==> config.mk <==
export PLATFORM = sky130hd
export DESIGN_NAME = atriusb_event_readout_mux
export DESIGN_NICKNAME = d
export VERILOG_FILES = /design/src/rtl/atriusb_event_readout_mux.sv
export SDC_FILE = /design/constraint.sdc
export NUM_CORES = 1
export LEC_CHECK = 0
export ABC_CLOCK_PERIOD_IN_PS = 5520
export BUFFER_PORTS_ARGS = -buffer_cell sky130_fd_sc_hd__buf_4
export CAP_MARGIN = 10
export CORE_MARGIN = 4
export CORE_UTILIZATION = 56
export CTS_CLUSTER_DIAMETER = 30
export DETAILED_ROUTE_END_ITERATION = 7
export GPL_TIMING_DRIVEN = 1
export PLACE_DENSITY_LB_ADDON = 0.12
export SETUP_SLACK_MARGIN = 0.2
export SYNTH_ARGS = -nofsm -noshare
export SYNTH_HDL_FRONTEND = slang
export SYNTH_SLANG_ARGS = --single-unit
export TNS_END_PERCENT = 30
==> constraint.sdc <==
create_clock -name phy_clk_i -period 5.52 [get_ports phy_clk_i]
set_clock_uncertainty 0.15 [all_clocks]
set_input_delay 0.552 -clock phy_clk_i [delete_from_list [all_inputs] [get_ports phy_clk_i]]
set_output_delay 0.552 -clock phy_clk_i [all_outputs]
set_load 0.1 [all_outputs]
==> src/rtl/atriusb_event_readout_mux.sv <==
// Event readout mux: drains NCHAN FWFT event FIFOs into the FX2 byte stream.
// Round-robin per event, optional channel tag, burst-gated payload.
module atriusb_event_readout_mux #(
    parameter int NCHAN       = 4,
    parameter int CNT_W       = 16,
    parameter int BURST_WORDS = 256,
    parameter int TAG_EN      = 1
) (
    input  logic                   phy_clk_i,
    input  logic                   rst_i,
    input  logic [16*NCHAN-1:0]    src_dat_i,
    input  logic [CNT_W*NCHAN-1:0] src_count_i,
    output logic [NCHAN-1:0]       src_rd_o,
    output logic [7:0]             bridge_dat_o,
    input  logic                   bridge_rd_i,
    input  logic                   event_pause_i,
    output logic                   event_pending_o,
    output logic                   event_done_o,
    output logic [2:0]             chan_o
);

    typedef enum logic [3:0] {
        IDLE,
        POP_HDR,
        POP_NW,
        HDR_OUT,
        CHECK,
        CHK_WAIT,
        SEND_MSB,
        SEND_LSB,
        SEND_POP,
        SEND_LOAD,
        DONE
    } state_t;

    state_t           state_q;
    logic [2:0]       rr_q;
    logic [2:0]       chan_q;
    logic [15:0]      hdr_q;
    logic [15:0]      nw_q;
    logic [15:0]      rem_q;
    logic [15:0]      burst_q;
    logic [15:0]      need_q;
    logic [2:0]       hidx_q;
    logic [NCHAN-1:0] src_rd_q;
    logic [7:0]       dat_q;
    logic             pending_q;
    logic             done_q;

    logic [15:0]      head;
    logic [CNT_W-1:0] cnt;
    logic             hit;
    logic [2:0]       hit_ch;
    logic [7:0]       tag;
    logic [7:0]       hnext;
    logic             consume;

    assign tag     = {5'b0, chan_q};
    assign consume = bridge_rd_i && pending_q;

    always_comb begin
        head = '0;
        cnt  = '0;
        for (int c = 0; c < NCHAN; c++) begin
            if (chan_q == 3'(c)) begin
                head = src_dat_i[16*c +: 16];
                cnt  = src_count_i[CNT_W*c +: CNT_W];
            end
        end
    end

    // First channel at or after the rr pointer holding header + nwords.
    always_comb begin
        hit    = 1'b0;
        hit_ch = '0;
        for (int i = 0; i < NCHAN; i++) begin
            int idx;
            idx = int'(rr_q) + i;
            if (idx >= NCHAN) idx = idx - NCHAN;
            if (!hit && src_count_i[CNT_W*idx +: CNT_W] >= CNT_W'(2)) begin
                hit    = 1'b1;
                hit_ch = 3'(idx);
            end
        end
    end

    always_comb begin
        hnext = '0;
        case (hidx_q + 3'd1)
            3'd1:    hnext = hdr_q[15:8];
            3'd2:    hnext = hdr_q[7:0];
            3'd3:    hnext = nw_q[15:8];
            default: hnext = nw_q[7:0];
        endcase
    end

    always_ff @(posedge phy_clk_i) begin
        if (rst_i) begin
            state_q   <= IDLE;
            rr_q      <= '0;
            chan_q    <= '0;
            hdr_q     <= '0;
            nw_q      <= '0;
            rem_q     <= '0;
            burst_q   <= '0;
            need_q    <= '0;
            hidx_q    <= '0;
            src_rd_q  <= '0;
            dat_q     <= '0;
            pending_q <= 1'b0;
            done_q    <= 1'b0;
        end else begin
            done_q <= 1'b0;
            unique case (state_q)
                IDLE: begin
                    if (hit) begin
                        chan_q   <= hit_ch;
                        src_rd_q <= NCHAN'(1) << hit_ch;
                        state_q  <= POP_HDR;
                    end
                end
                POP_HDR: begin
                    hdr_q   <= head;
                    state_q <= POP_NW;
                end
                POP_NW: begin
                    nw_q      <= head;
                    rem_q     <= head;
                    burst_q   <= '0;
                    src_rd_q  <= '0;
                    hidx_q    <= (TAG_EN != 0) ? 3'd0 : 3'd1;
                    dat_q     <= (TAG_EN != 0) ? tag : hdr_q[15:8];
                    pending_q <= !event_pause_i;
                    state_q   <= HDR_OUT;
                end
                HDR_OUT: begin
                    if (consume && hidx_q == 3'd4) begin
                        pending_q <= 1'b0;
                        if (nw_q == '0) begin
                            done_q  <= 1'b1;
                            state_q <= DONE;
                        end else begin
                            state_q <= CHECK;
                        end
                    end else if (consume) begin
                        hidx_q    <= hidx_q + 3'd1;
                        dat_q     <= hnext;
                        pending_q <= !event_pause_i;
                    end else begin
                        pending_q <= !event_pause_i;
                    end
                end
                CHECK: begin
                    if (32'(rem_q) < 32'(BURST_WORDS)) need_q <= rem_q;
                    else need_q <= 16'(BURST_WORDS);
                    state_q <= CHK_WAIT;
                end
                CHK_WAIT: begin
                    if (32'(cnt) >= 32'(need_q) && !event_pause_i) begin
                        dat_q     <= head[15:8];
                        pending_q <= 1'b1;
                        state_q   <= SEND_MSB;
                    end
                end
                SEND_MSB: begin
                    if (consume) begin
                        dat_q   <= head[7:0];
                        state_q <= SEND_LSB;
                    end else if (event_pause_i) begin
                        pending_q <= 1'b0;
                        burst_q   <= '0;
                        state_q   <= CHECK;
                    end
                end
                SEND_LSB: begin
                    if (consume) begin
                        pending_q <= 1'b0;
                        src_rd_q  <= NCHAN'(1) << chan_q;
                        rem_q     <= rem_q - 16'd1;
                        burst_q   <= burst_q + 16'd1;
                        state_q   <= SEND_POP;
                    end
                end
                SEND_POP: begin
                    src_rd_q <= '0;
                    if (rem_q == '0) begin
                        done_q  <= 1'b1;
                        state_q <= DONE;
                    end else if (burst_q == need_q || event_pause_i) begin
                        burst_q <= '0;
                        state_q <= CHECK;
                    end else begin
                        state_q <= SEND_LOAD;
                    end
                end
                // Head word has advanced past the pop; present its MSB.
                SEND_LOAD: begin
                    dat_q     <= head[15:8];
                    pending_q <= 1'b1;
                    state_q   <= SEND_MSB;
                end
                DONE: begin
                    rr_q    <= (chan_q == 3'(NCHAN - 1)) ? 3'd0 : chan_q + 3'd1;
                    state_q <= IDLE;
                end
                default: state_q <= IDLE;
            endcase
        end
    end

    assign src_rd_o        = src_rd_q;
    assign bridge_dat_o    = dat_q;
    assign event_pending_o = pending_q;
    assign event_done_o    = done_q;
    assign chan_o          = chan_q;

endmodule

==> key figures <==
Floorplan
  – DIE AREA: 14,640 um^2
  – Ports: 149
  – FP Rows: 41
  – Die X: 121.0 um
  – Core Region: 12,570 um^2
  – Die Y: 121.0 um
  – Initial Utilization: 0.5688

STA
  – Final Slew Violations: 0
  – Least-Margin Pin Slew: 1082 ps
  – Hold Fails Final Rpt: 0
  – Crit share post-route: 0.8011
  – Fmax: 0.2262 GHz
  – Sum of negative setup slack: 0 ps
  – Setup-failing EPs final: 0
  – RSZ-0062 raised after global routing: no
  – Fin crit period: 4422 ps
  – Max-slew headroom: 0.2739

GRT
  – GR Overflow Total: 0
  – First-pass GRT wire length: 37,740 um
  – Vias in the first global route: 7,373
  – Aggregate global-route resource usage: 0.3197
  – Initial antenna violation count: 0
  – Largest net degree at the start of global routing: 82

Routing
  – Via Count: 7,955
  – Wire per inst: 19.35 um
  – Vias/cell: 6.400
  – DRC violations left: 0
  – Final wirelength: 24,050 um
  – Top Metal Used: met4
  – 1st-iter DRT viols: 948
  – Met2 wire len: 10,740 um
  – Routed length on met3: 2238 um
  – Detailed Routing Iterations Pass 1: 5
  – Routed met1 length: 10,150 um
  – Final ANT Viol Nets: 0

Finish
  – Layout Cell Area excl Fill: 8638 um^2
  – Synthesis-to-layout area growth: 20.83%
  – Filler Cell Count: 1,108
  – Final Net Count: 1,227
  – Non-filler cells, final: 1,243
  – Inserted Diodes: 0
  – Commonest non-fill, non-tap cell in the layout: buf_4
  – Commonest non-fill, non-tap cells in the layout: buf_4 (159), nor2_1 (122), dfxtp_1 (107)
  – Layout cells sized above 1: 0.1858

Clock network
  – Clk_lat worst skew: 360 ps
  – H-tree levels: 3
  – Root Driver: clkbuf_16
  – CTS tree: yes
  – CTS Hold Bufs: 0
  – Cts repair resizes: 0
  – Worst-case clock buffer depth: 2
  – Clock transition at the registers of the reported paths: 80 ps
  – CTS buffer count: 9
  – CTS Sinks: 107
  – Number of setup buffers added after CTS: 0

Logic synthesis
  – Post-Syn Area per Cell: 7.455 um^2
  – Post-synth EDFFs: 0
  – Synthesized net count: 1,120
  – Synth cell types: 74
  – Seq/Total Area, Yosys: 0.2996
  – Cell Area, Synth: 7149 um^2
  – Commonest register cell after synthesis: dfxtp_1
  – Post-synthesis register bit count: 107
  – Mapped Cells: 959
  – FFs w/ async S/R, synth: 0
  – Ys Warns: 0

Flow run
  – Maxcap violations: 0

Worst hold path
  – Hold Path Depth: 2
  – Class of the worst hold path: reg2reg

Power
  – Max VDD drop: 0.2098 mV
  – Comb pwr share: 0.547
  – Clock group share of total power: 0.161
  – Net Sw Frac: 0.4825
  – Reg power frac: 0.293
  – PwrDens: 449.8 nW/um^2
  – P_int: 2.011 mW
  – Leakage dissipation: 3.371 nW
  – Sw power: 1.875 mW

Setup path
  – R2R setup slack: 1100 ps
  – R2r worst-path depth: 15
  – Setup Crit Path Kind: reg2reg
  – CP Capture Type: flop
  – Required time worst endpoint: 5640 ps
  – Worst Path Max Fanout: 19
  – Critical Path Source Type: flop
  – WP data arrival: 4540 ps

Run status
  – Run status: finished clean

Placement
  – Port bufs: 148
  – Placer Congestion: 1.019
  – Dpl hpwl: 18,330 um
  – Post-DP Area: 8354 um^2
  – Placed cell count: 1,227
worst max-delay path: stages (launching register included):
cell      delay (ps)
dfxtp_1          470
ha_1             230
nor2b_2          520
buf_4            360
a221oi_1         120
nor3_1           170
a21oi_1           70
ha_1             300
nand2b_1         100
a21o_1           110
a21o_1           110
a21oi_1           60
o21a_1           220
o41ai_2          920
a31oi_1          160
a211oi_1         250
logic make-up after synthesis:
group / after synthesis / synth area share
compound gates: 316 / 0.3003
xor+xnor: 29 / 0.03553
fa+ha+maj: 29 / 0.05075
buf+inv: 99 / 0.05233
flops: 107 / 0.2996
mux: 6 / 0.008576
simple gates: 373 / 0.2529
synth_stat cells, types with 6 or more instances:
library cell,number,area share
nand3_1,21,0.015
dfxtp_1,107,0.30
a221oi_1,18,0.022
nand4_1,16,0.014
nor3_1,45,0.032
inv_1,34,0.018
a21o_1,8,0.0084
o21ai_0,65,0.046
nor4_1,28,0.025
a211oi_1,42,0.044
a22oi_1,21,0.022
or3_1,11,0.0096
o22ai_1,10,0.0088
xnor2_1,11,0.013
a222oi_1,9,0.013
ha_1,29,0.051
a31oi_1,6,0.0053
nand2_1,79,0.041
nor2b_1,8,0.0070
nor2_1,122,0.064
clkbuf_1,56,0.029
a221o_1,14,0.020
xor2_1,18,0.022
a21oi_1,73,0.051
and2_1,14,0.012
path summary, 6_finish.rpt:
kind,start,endpoint
worst max-delay path,chan_o[0],bridge_dat_o[3]
worst min-delay path,src_rd_o[3],src_rd_o[3]
worst max register to register,chan_o[0],bridge_dat_o[3]
worst min register to register,src_rd_o[3],src_rd_o[3]
metrics by stage:
stage	util	setup WS (ps)	power, mW	hold WS (ps)
floorplan	-	484.4	2.613	297.9
global placement	0.6647	1258	3.184	309.9
detailed placement	0.6647	1146	3.218	313.4
CTS	0.6873	1144	3.842	326.9
global route	0.6873	677.2	4.135	363.1
finish	0.6873	1098	3.885	328.3
cell type report:
cell class | instances | area (um^2) | share of cell area
Clock inverter | 6 | 45.04 | 0.005214
Multi-Input combinational cell | 753 | 4668 | 0.5404
Tap cell | 172 | 215.2 | 0.02491
Timing Repair Buffer | 159 | 1194 | 0.1382
Sequential cell | 107 | 2142 | 0.2480
Clock buffer | 10 | 239.0 | 0.02767
Inverter | 36 | 135.1 | 0.01564
state kept, by name (all words and copies together), names as in the netlist:
register / cells
nw_q: 16
event_pending_o: 1
rem_q: 16
chan_o: 3
bridge_dat_o: 8
hdr_q: 16
rr_q: 3
event_done_o: 1
need_q: 16
src_rd_o: 4
burst_q: 16
hidx_q: 3
state_q: 4
power by group through the flow:
stage	Combinational (mW)	Sequential [mW]	Clock [mW]
after floorplan	1.34	1.27	0
after global placement	2.04	1.14	0
after detailed placement	2.07	1.15	0
after CTS	2.08	1.13	0.628
after global routing	2.32	1.16	0.656
final	2.12	1.14	0.624
layer usage:
metal / track usage / vias to the layer above
met5: 0 / -
met4: 0.1339 / 0
met3: 0.06387 / 70
met2: 0.5092 / 452
met1: 0.4221 / 3630
li1: - / 3803
Note: power is estimated with default switching activity, not from simulation.
